**src/rtl/muldiv_pkg.sv**
```systemverilog
// Shared opcodes, FSM state type and decode helpers for the multiply/divide sequencer.
package muldiv_pkg;

  localparam logic [5:0] OP_MUL    = 6'b100111;
  localparam logic [5:0] OP_MULH   = 6'b101000;
  localparam logic [5:0] OP_MULHU  = 6'b101001;
  localparam logic [5:0] OP_MULHSU = 6'b101010;
  localparam logic [5:0] OP_DIV    = 6'b101011;
  localparam logic [5:0] OP_DIVU   = 6'b101100;
  localparam logic [5:0] OP_REM    = 6'b101101;
  localparam logic [5:0] OP_REMU   = 6'b101110;

  typedef enum logic [1:0] {
    ST_IDLE = 2'd0,
    ST_CALC = 2'd1,
    ST_FIN  = 2'd2
  } state_t;

  function automatic logic is_muldiv(input logic [5:0] op);
    logic r_hit;
    case (op)
      OP_MUL, OP_MULH, OP_MULHU, OP_MULHSU,
      OP_DIV, OP_DIVU, OP_REM, OP_REMU: r_hit = 1'b1;
      default:                          r_hit = 1'b0;
    endcase
    return r_hit;
  endfunction

  function automatic logic is_div_op(input logic [5:0] op);
    logic r_hit;
    case (op)
      OP_DIV, OP_DIVU, OP_REM, OP_REMU: r_hit = 1'b1;
      default:                          r_hit = 1'b0;
    endcase
    return r_hit;
  endfunction

endpackage

```
**src/rtl/muldiv_step.sv**
```systemverilog
// One radix-2 iteration: shift-add for multiply, subtract-restore for divide.
module muldiv_step
  import muldiv_pkg::*;
#(
  parameter int XLEN = 32
) (
  input  logic            i_is_div,
  input  logic [XLEN-1:0] i_hi,
  input  logic [XLEN-1:0] i_lo,
  input  logic [XLEN-1:0] i_operand,
  output logic [XLEN-1:0] o_hi,
  output logic [XLEN-1:0] o_lo
);

  logic [XLEN:0] w_sum;
  logic [XLEN:0] w_shift;
  logic [XLEN:0] w_diff;

  assign w_sum   = {1'b0, i_hi} + (i_lo[0] ? {1'b0, i_operand} : {(XLEN+1){1'b0}});
  assign w_shift = {i_hi, i_lo[XLEN-1]};
  // Partial remainder stays below the divisor, so bit XLEN of the difference is the borrow.
  assign w_diff  = w_shift - {1'b0, i_operand};

  always_comb begin
    o_hi = i_hi;
    o_lo = i_lo;
    if (i_is_div) begin
      if (!w_diff[XLEN]) begin
        o_hi = w_diff[XLEN-1:0];
        o_lo = {i_lo[XLEN-2:0], 1'b1};
      end else begin
        o_hi = w_shift[XLEN-1:0];
        o_lo = {i_lo[XLEN-2:0], 1'b0};
      end
    end else begin
      o_hi = w_sum[XLEN:1];
      o_lo = {w_sum[0], i_lo[XLEN-1:1]};
    end
  end

endmodule

```
**src/rtl/muldiv_sequencer.sv**
```systemverilog
// Iterative RV32M multiply/divide sequencer with pipeline stall handshake.
// Define MULDIV_FAST_MUL_EN for single-cycle multiplies; divides always iterate.
module muldiv_sequencer
  import muldiv_pkg::*;
#(
  parameter int XLEN = 32
) (
  input  logic            i_clk,
  input  logic            i_rst,
  input  logic            i_start,
  input  logic [5:0]      i_alu_control,
  input  logic [XLEN-1:0] i_a,
  input  logic [XLEN-1:0] i_b,
  input  logic            i_flush,
  output logic            o_stall,
  output logic            o_done,
  output logic [XLEN-1:0] o_result,
  output logic            o_busy
);

  localparam int CW = (XLEN > 1) ? $clog2(XLEN) : 1;

  state_t          r_state, w_next_state;
  logic [CW-1:0]   r_count;
  logic [5:0]      r_op;
  logic            r_is_div, r_neg_q, r_neg_r, r_done;
  logic [XLEN-1:0] r_hi, r_lo, r_operand, r_result;

  logic            w_accept, w_is_div, w_signed_a, w_signed_b, w_a_neg, w_b_neg;
  logic            w_div_zero, w_overflow, w_bypass, w_is_rem_in, w_last;
  logic [XLEN-1:0] w_mag_a, w_mag_b, w_hi, w_lo;
  logic [XLEN-1:0] w_calc_result, w_bypass_result, w_fast_result, w_quot, w_rem;
  logic [2*XLEN-1:0] w_prod;

  assign w_accept    = (r_state == ST_IDLE) & i_start & is_muldiv(i_alu_control);
  assign w_is_div    = is_div_op(i_alu_control);
  assign w_is_rem_in = (i_alu_control == OP_REM) | (i_alu_control == OP_REMU);
  assign w_a_neg     = w_signed_a & i_a[XLEN-1];
  assign w_b_neg     = w_signed_b & i_b[XLEN-1];
  assign w_mag_a     = w_a_neg ? -i_a : i_a;
  assign w_mag_b     = w_b_neg ? -i_b : i_b;
  assign w_div_zero  = w_is_div & (i_b == {XLEN{1'b0}});
  assign w_overflow  = ((i_alu_control == OP_DIV) | (i_alu_control == OP_REM)) &
                       (i_a == {1'b1, {(XLEN-1){1'b0}}}) & (i_b == {XLEN{1'b1}});
  assign w_last      = (r_count == CW'(XLEN-1));

  always_comb begin
    w_signed_a = 1'b0;
    w_signed_b = 1'b0;
    case (i_alu_control)
      OP_MUL, OP_MULH, OP_DIV, OP_REM: begin
        w_signed_a = 1'b1;
        w_signed_b = 1'b1;
      end
      OP_MULHSU: w_signed_a = 1'b1;
      default: begin
        w_signed_a = 1'b0;
        w_signed_b = 1'b0;
      end
    endcase
  end

`ifdef MULDIV_FAST_MUL_EN
  logic [2*XLEN-1:0] w_fast_raw, w_fast_prod;
  assign w_fast_raw    = {{XLEN{1'b0}}, w_mag_a} * {{XLEN{1'b0}}, w_mag_b};
  assign w_fast_prod   = (w_a_neg ^ w_b_neg) ? -w_fast_raw : w_fast_raw;
  assign w_fast_result = (i_alu_control == OP_MUL) ? w_fast_prod[XLEN-1:0]
                                                   : w_fast_prod[2*XLEN-1:XLEN];
  assign w_bypass      = w_div_zero | w_overflow | ~w_is_div;
`else
  assign w_fast_result = {XLEN{1'b0}};
  assign w_bypass      = w_div_zero | w_overflow;
`endif

  always_comb begin
    if (w_div_zero) begin
      w_bypass_result = w_is_rem_in ? i_a : {XLEN{1'b1}};
    end else if (w_overflow) begin
      w_bypass_result = w_is_rem_in ? {XLEN{1'b0}} : i_a;
    end else begin
      w_bypass_result = w_fast_result;
    end
  end

  muldiv_step #(.XLEN(XLEN)) u_step (
    .i_is_div (r_is_div),
    .i_hi     (r_hi),
    .i_lo     (r_lo),
    .i_operand(r_operand),
    .o_hi     (w_hi),
    .o_lo     (w_lo)
  );

  // Sign fix-up applied to the final iteration's outputs as FIN is entered.
  assign w_prod = r_neg_q ? -{w_hi, w_lo} : {w_hi, w_lo};
  assign w_quot = r_neg_q ? -w_lo : w_lo;
  assign w_rem  = r_neg_r ? -w_hi : w_hi;

  always_comb begin
    case (r_op)
      OP_MUL:                      w_calc_result = w_prod[XLEN-1:0];
      OP_MULH, OP_MULHU, OP_MULHSU: w_calc_result = w_prod[2*XLEN-1:XLEN];
      OP_DIV, OP_DIVU:             w_calc_result = w_quot;
      OP_REM, OP_REMU:             w_calc_result = w_rem;
      default:                     w_calc_result = {XLEN{1'b0}};
    endcase
  end

  always_ff @(posedge i_clk) begin
    if (i_rst) begin
      r_state <= ST_IDLE;
    end else begin
      r_state <= w_next_state;
    end
  end

  always_comb begin
    w_next_state = r_state;
    if (i_flush) begin
      w_next_state = ST_IDLE;
    end else begin
      case (r_state)
        ST_IDLE: begin
          if (w_accept) begin
            w_next_state = w_bypass ? ST_FIN : ST_CALC;
          end else begin
            w_next_state = ST_IDLE;
          end
        end
        ST_CALC: w_next_state = w_last ? ST_FIN : ST_CALC;
        ST_FIN:  w_next_state = ST_IDLE;
        default: w_next_state = ST_IDLE;
      endcase
    end
  end

  always_comb begin
    o_stall = w_accept | (r_state == ST_CALC);
    o_busy  = (r_state != ST_IDLE);
  end

  always_ff @(posedge i_clk) begin
    if (i_rst) begin
      r_count   <= {CW{1'b0}};
      r_op      <= 6'd0;
      r_is_div  <= 1'b0;
      r_neg_q   <= 1'b0;
      r_neg_r   <= 1'b0;
      r_hi      <= {XLEN{1'b0}};
      r_lo      <= {XLEN{1'b0}};
      r_operand <= {XLEN{1'b0}};
    end else if (i_flush) begin
      r_count <= {CW{1'b0}};
    end else if (w_accept) begin
      r_count   <= {CW{1'b0}};
      r_op      <= i_alu_control;
      r_is_div  <= w_is_div;
      r_neg_q   <= w_a_neg ^ w_b_neg;
      r_neg_r   <= w_a_neg;
      r_hi      <= {XLEN{1'b0}};
      r_lo      <= w_is_div ? w_mag_a : w_mag_b;
      r_operand <= w_is_div ? w_mag_b : w_mag_a;
    end else if (r_state == ST_CALC) begin
      r_count <= w_last ? {CW{1'b0}} : r_count + CW'(1);
      r_hi    <= w_hi;
      r_lo    <= w_lo;
    end
  end

  always_ff @(posedge i_clk) begin
    if (i_rst) begin
      r_done   <= 1'b0;
      r_result <= {XLEN{1'b0}};
    end else begin
      r_done <= (w_next_state == ST_FIN);
      if (w_next_state == ST_FIN) begin
        r_result <= (r_state == ST_IDLE) ? w_bypass_result : w_calc_result;
      end
    end
  end

  assign o_done   = r_done;
  assign o_result = r_result;

endmodule

```
**config.mk**
```make
export PLATFORM = sky130hd
export DESIGN_NAME = muldiv_sequencer
export DESIGN_NICKNAME = d
export VERILOG_FILES = /design/src/rtl/muldiv_pkg.sv /design/src/rtl/muldiv_step.sv /design/src/rtl/muldiv_sequencer.sv
export SDC_FILE = /design/constraint.sdc
export NUM_CORES = 1
export LEC_CHECK = 0
export BUFFER_PORTS_ARGS = -buffer_cell sky130_fd_sc_hd__buf_2
export CAP_MARGIN = 0
export CORE_UTILIZATION = 25
export CTS_CLUSTER_SIZE = 40
export DETAILED_ROUTE_END_ITERATION = 16
export PLACE_DENSITY = 0.38
export SLEW_MARGIN = 0
export SYNTH_ARGS = -nofsm -noshare
export SYNTH_HDL_FRONTEND = slang
export SYNTH_SLANG_ARGS = --single-unit
```
**constraint.sdc**
```tcl
create_clock -name i_clk -period 7.8 [get_ports i_clk]
set_input_delay 0.78 -clock i_clk [delete_from_list [all_inputs] [get_ports i_clk]]
set_output_delay 0.78 -clock i_clk [all_outputs]
set_load 0.02 [all_outputs]
```
; Word-level counts from Yosys, hierarchy flattened
; Cells that the tools add are included.
[word_totals]
reg_bits = 145
wordCells = 99
[classes]
n_addsub = 8
eq_ne = 21
muxes = 32
bitwise = 13
reduce_logical = 14
[ops]
columns = cell, count
row1 = 32-bit 2-to-1 mux, 19
row2 = 32-bit negator, 4
row3 = 32-bit case mux with 4 select lines, 1
row4 = 6-bit equality test (second input constant), 16
row5 = 32-bit equality test (second input constant), 2
row6 = 64-bit 2-to-1 mux, 1
row7 = 64-bit negator, 1
row8 = 32-bit by 33-bit adder with 33-bit output, 1
row9 = 33-bit by 32-bit subtractor with 33-bit output, 1
row10 = 32-bit logical NOT, 1
row11 = 2-bit 2-to-1 mux, 4
row12 = 4-bit OR reduction, 2
row13 = 8-bit OR reduction, 1
row14 = 1-bit AND, 7
row15 = 3-bit OR reduction, 2
row16 = 5-bit by 1-bit adder with 5-bit output (second input constant), 1
row17 = 5-bit equality test (second input constant), 1
row18 = 1-bit 2-to-1 mux, 5
row19 = 5-bit 2-to-1 mux, 1
row20 = 5-bit OR reduction, 1
row21 = 1-bit bitwise OR, 4
row22 = 2-bit case mux with 2 select lines, 1
row23 = 2-bit AND reduction, 2
row24 = 2-bit nonzero test, 2
row25 = 6 further kinds, 7

; Logic depth before layout (Yosys ltp)
[logic_depth]
depth_word = 10
depth_mapped = 26

; Modules after synthesis
; From an unflattened synthesis, not the netlist that was laid out.
[hier_totals]
hier_cells = 2069
hier_area_um2 = 14797.9
[by_module_without_submodules]
columns = mod, n_inst, cells_per_inst, area_per_inst_um2
row1 = muldiv_sequencer, 1, 1396, 10316.1
row2 = muldiv_step, 1, 673, 4481.8

; Least setup slack after synthesis
; No wires, ideal clock.
[synth_path]
path_type = register to register
startpoint = register r_lo[31]
endpoint = register r_result[14], in the netlist o_result[14]
t_arrival_ns = 5.865
path_slack_ns = 1.804
path_stages_with_launch = 26
period_less_slack_ns = 5.996
cell_sequence = dfxtp_1 inv_1 ha_1 inv_1 fa_1 a211oi_1 o211a_1 o41a_1 a211oi_2 a211o_1 buf_6 buf_6 nor2_2 a21oi_1 ha_1 nor3b_1 o221ai_1 or4b_2 nor3_1 o2111ai_1 or3_1 a221o_1 o41ai_1 xnor2_1 a221oi_1 o22ai_1
[synth_via]
elab_chain_cells = 7
[synth_rtl]
columns = item, line_no
row1 = "start, declared", muldiv_sequencer.sv:27  ; logic [XLEN-1:0] r_hi, r_lo, r_operand, r_result;
row2 = "start signal, assigned", muldiv_sequencer.sv:150  ; r_lo <= {XLEN{1'b0}};
row3 = "start signal, assigned", muldiv_sequencer.sv:161  ; r_lo <= w_is_div ? w_mag_a : w_mag_b;
row4 = "start signal, assigned", muldiv_sequencer.sv:166  ; r_lo <= w_lo;
row5 = 33-bit by 32-bit subtractor with 33-bit output, muldiv_step.sv:22  ; assign w_diff = w_shift - {1'b0, i_operand};
row6 = 1-bit 2-to-1 mux / 32-bit 2-to-1 mux (equally long branches), muldiv_step.sv:28  ; if (!w_diff[XLEN]) begin
row7 = 32-bit 2-to-1 mux, muldiv_step.sv:27  ; if (i_is_div) begin
row8 = 64-bit negator (tied with other cells), muldiv_sequencer.sv:95  ; assign w_prod = r_neg_q ? -{w_hi, w_lo} : {w_hi, w_lo};
row9 = 64-bit 2-to-1 mux (tied with other cells), muldiv_sequencer.sv:95
row10 = 32-bit case mux with 4 select lines (*), muldiv_sequencer.sv:100  ; case (r_op)
row11 = 32-bit 2-to-1 mux (*), muldiv_sequencer.sv:177  ; r_result <= (r_state == ST_IDLE) ? w_bypass_result : w_calc_result;
row12 = "end signal, assigned", muldiv_sequencer.sv:173  ; r_result <= {XLEN{1'b0}};
row13 = "end signal, assigned", muldiv_sequencer.sv:177
row14 = "end, declared", muldiv_sequencer.sv:27
; Mark *: on every way between the ends. The rest lies on a longest branch, timed or not.
; A chain may end at the register's enable or synchronous reset.

; Final worst setup path
; Ends and elaborated chain as after synthesis.

==> results.rst <==
.. list-table::
   :header-rows: 1

   * - Metric
     - Value
   * - Critical-path maximum fanout
     - 5
   * - Required time at the worst-slack endpoint
     - just over 8 ns
   * - CP Buf/Inv Count
     - 2
   * - Routed vias/inst
     - 5.666
   * - Cells on Worst Hold Path
     - 2
   * - Cells taking the most area after synthesis
     - dfxtp_1 17%, a21oi_1 7.0%, nor2_1 6.3%, nand2_1 6.0%, ha_1 5.4%
   * - Number of max-cap violations
     - 0
   * - Worst flop-to-flop path startpoint
     - r_lo[31]$_SDFFE_PP0P_
   * - Number of CTS-inserted buffers
     - 17
   * - EDFF count, synth
     - 0
   * - Nature of the critical path startpoint
     - flop
   * - Buffer levels on the longest clock path
     - 2
   * - Total power draw
     - about 2.2 mW
   * - Hold Path Origin
     - o_result[3]$_SDFFE_PP0P_
   * - Number of clock sinks
     - 145
   * - Syn Std Cell Area
     - between 15000 and 20000 sq um
   * - Average wire length per cell after detail routing
     - 25.70 um
   * - Worst path slowest cell
     - or4b_2
   * - Die width
     - 259.7 um
   * - Crit Path Class
     - flop to flop
   * - TritonCTS clock tree
     - built
   * - Final-layout setup total negative slack
     - 0 ns
   * - Relative slew margins
     - 0.2050
   * - Via count
     - 18719
   * - Sequence of cells on the critical path
     - inv_1, ha_1, inv_1, fa_1, a211oi_1, o211a_1, o41a_1, a211oi_2, a211o_1, nor2_2, a21oi_1, ha_1, nor3b_1, o221ai_1, or4b_2, nor3_1, o2111ai_1, or3_1, a221o_1, o41ai_1, xnor2_1, a221oi_1, o22ai_1
   * - Post-synth top area cell
     - dfxtp_1
   * - Nets
     - 2576
   * - Largest net degree at the start of global routing
     - 72
   * - Post-CTS Setup Repair Bufs
     - 0
   * - Initial antenna violation count
     - 5
   * - Power per cell area
     - 120.9 nW/um^2
   * - Final period demand of the worst path
     - 6.937 ns
   * - Average size of a mapped cell
     - 6.853 sq um
   * - Async set-reset flop share out of synthesis
     - 0
   * - Slew at the pin closest to its max-slew limit
     - 1.185 ns
   * - Via count of the first global-routing pass
     - 17658
   * - Antenna-violating nets left
     - 0
   * - Area added between synthesis and finish
     - 11.66%
   * - Sum of net half-perimeters after detailed placement
     - 66.16 mm
   * - Final hold vios
     - 0
   * - Worst Reg2Reg Path Length in Cells
     - 23
   * - Placeable core region
     - approximately 66000 sq um
   * - Max Clock Freq
     - 144.1 MHz
   * - Run status
     - finished clean
   * - Clock transition at path regs
     - 0.07 ns
   * - Standard-cell rows
     - 94
   * - Layout cells sized above 1
     - 0.1070
   * - Worst Setup End Kind
     - flop
   * - DRC errors left
     - 0
   * - Initial Utilization
     - 0.2526
   * - Worst-Skew Late Latency
     - 0.51 ns
   * - Static Leakage
     - 6.897 nW
   * - Die outline area
     - 67450 sq um
   * - Final-report max-slew violation count
     - 0
   * - Number of H-tree branching levels
     - 4
   * - Die outline height
     - ~260 um
   * - Max stage delay on crit path
     - 0.75 ns
   * - Clock root buffer
     - clkbuf_16
   * - Hold Path End
     - o_result[3]$_SDFFE_PP0P_
   * - Hold crit path type
     - flop to flop
   * - Final weighted congestion in routability-driven placement
     - about 0.94
   * - Most used standard cells in the synthesized netlist
     - 279 x nor2_1, 264 x nand2_1, 231 x a21oi_1
   * - Utilization after layout
     - 0.2820
   * - Number of port buffers
     - 108
   * - Cell count after synthesis
     - 2423
   * - Quantity of hold-fixing buffers added after cts
     - 0
   * - Wire length reported by the detailed router
     - 84.92 mm
   * - Aggregate global-route resource usage
     - 0.2482
   * - Post-synth top flop
     - dfxtp_1
   * - Leading cell type by number of instances after synthesis
     - nor2_1
   * - Synth warn
     - 0
   * - Flip-flop and latch count after synthesis
     - about 150
   * - Worst R2R Setup Slack
     - roughly 0.86 ns
   * - Count of pins on the block boundary
     - 109
   * - Post-cts resize count
     - 0
   * - N_diodes
     - 0
   * - Final setup vio count
     - 0
   * - Mapped Nets
     - 2570
   * - DRT iter0 DRCs
     - 1759
   * - DRT Pass-1 Iters
     - 5
   * - Arrival time at the worst endpoint
     - roughly 7.3 ns
   * - Family with the most delay on the worst path
     - compound AO/OA/AOI/OAI gates
   * - Global-route wire length before repair
     - ~120 mm
   * - Unique cell type count in the Yosys netlist
     - 89
   * - Final Skew
     - 0.01280 ns
   * - Peak supply drop
     - 0.1909 mV
   * - Proportion of synthesized chip area in sequential cells
     - 0.1748
   * - Period Utilization, post-route
     - 0.8894
   * - Unrepaired setup endpoints after global routing
     - false
   * - Terminus of the critical flop-to-flop path
     - o_result[14]$_SDFFE_PP0P_
   * - Grt ovf
     - 0
   * - Top-area cell type share of the netlist area
     - 0.1748
==> cell usage in the layout (no fill, tap or decap), types with 12 or more instances in the layout <==
| cell type | Yosys | layout |
|---|---|---|
| and3_1 | 22 | 22 |
| ha_1 | 71 | 71 |
| clkbuf_16 | 0 | 17 |
| inv_1 | 60 | 60 |
| and2_1 | 42 | 42 |
| a31oi_1 | 29 | 29 |
| a21oi_1 | 231 | 231 |
| o31ai_1 | 35 | 35 |
| a311oi_1 | 16 | 16 |
| o21a_1 | 17 | 17 |
| mux2i_1 | 62 | 62 |
| nor3_1 | 98 | 96 |
| a211oi_1 | 37 | 37 |
| nand4_1 | 35 | 35 |
| xor2_1 | 70 | 70 |
| o22ai_1 | 18 | 18 |
| xnor2_1 | 93 | 93 |
| nor2_1 | 279 | 276 |
| nand3_1 | 50 | 50 |
| buf_2 | 6 | 107 |
| o21ai_0 | 174 | 174 |
| nor2b_1 | 17 | 17 |
| a221oi_1 | 12 | 12 |
| or3_1 | 32 | 31 |
| nand2b_1 | 14 | 14 |
| o211ai_1 | 49 | 49 |
| nor3b_1 | 16 | 16 |
| or2_2 | 19 | 19 |
| mux2_2 | 16 | 16 |
| a22oi_1 | 32 | 32 |
| a211o_1 | 15 | 15 |
| dfxtp_1 | 145 | 143 |
| nand2_1 | 264 | 264 |
| a21o_1 | 16 | 16 |
| buf_4 | 2 | 44 |
| nor4_1 | 17 | 17 |
==> final cells by class <==
class / count / area, sq um
timing repair buffer: 151 / 865.8
clock inverter: 11 / 163.9
multi-input combinational: 2054 / 12850
sequential: 145 / 2908
clock buffer: 19 / 442.9
fill: 7345 / 47200
tap: 864 / 1081
inverter: 60 / 225.2
==> where the power goes <==
| part | total [mW] | internal [mW] | switching (mW) |
|---|---|---|---|
| logic | 0.552 | 0.168 | 0.385 |
| registers | 0.768 | 0.753 | 0.0154 |
| clock network | 0.921 | 0.536 | 0.386 |
| total | 2.24 | 1.46 | 0.785 |
==> logic make-up (layout without fill, tap and decap cells) <==
logic type                 Yosys count  after routing  synth area share
DFF                                145            145            0.1748
buffers and inverters              224            241           0.05335
xor gates and xnor gates           163            163           0.08598
and+or+nand+nor                    960            960            0.2799
muxes                               78             78           0.04823
AOI/OAI and AO/OA                  780            780            0.3019
adders and majority gates           73             73           0.05591
==> sequential cells by signal, indices dropped and copies added (netlist names) <==
signal     flops
r_is_div       1
r_state        2
r_op           6
r_neg_q        1
r_count        5
r_operand     32
o_done         1
r_hi          32
r_lo          32
o_result      32
r_neg_r        1
==> metal layers <==
metal	share of wire	vias up	global-route usage
met5	0.00027	-	0
met1	0.46	9195	0.3350
li1	-	8892	-
met2	0.47	550	0.4132
met4	0.023	4	0.07124
met3	0.045	78	0.02807
==> tightest hold or removal path: cells and delay by family, from the launching register on <==
| kind | cells | cell delay, ns |
|---|---|---|
| AOI/OAI and AO/OA | 1 | 0.05 |
| DFF | 1 | 0.31 |
| and+or+nand+nor | 1 | 0.05 |
==> through the flow <==
step,cell area (sq um),setup slack [ns],cells,hold WS [ns]
after floorplan,16600,1.804,2423,0.4323
after detailed placement,17930,1.039,3274,0.4469
after CTS,18540,1.020,3304,0.4546
after global routing,18540,0.5265,3304,0.4796
final,18540,0.8625,3304,0.4550
after global placement,17930,1.236,3274,0.4441
==> how the worst max path moves through the flow <==
| stage | start | endpoint | slack [ns] | depth (start not counted) |
|---|---|---|---|---|
| after floorplan | r_lo[31]$_SDFFE_PP0P_ | o_result[14]$_SDFFE_PP0P_ | 1.80 | 25 |
| after global placement | r_lo[31]$_SDFFE_PP0P_ | o_result[14]$_SDFFE_PP0P_ | 1.24 | 23 |
| after detailed placement | r_lo[31]$_SDFFE_PP0P_ | o_result[14]$_SDFFE_PP0P_ | 1.04 | 23 |
| after CTS | r_lo[31]$_SDFFE_PP0P_ | o_result[14]$_SDFFE_PP0P_ | 1.02 | 23 |
| after global routing | r_lo[31]$_SDFFE_PP0P_ | o_result[14]$_SDFFE_PP0P_ | 0.53 | 23 |
| final | r_lo[31]$_SDFFE_PP0P_ | o_result[14]$_SDFFE_PP0P_ | 0.86 | 23 |
(Power assumes the default switching activity.)
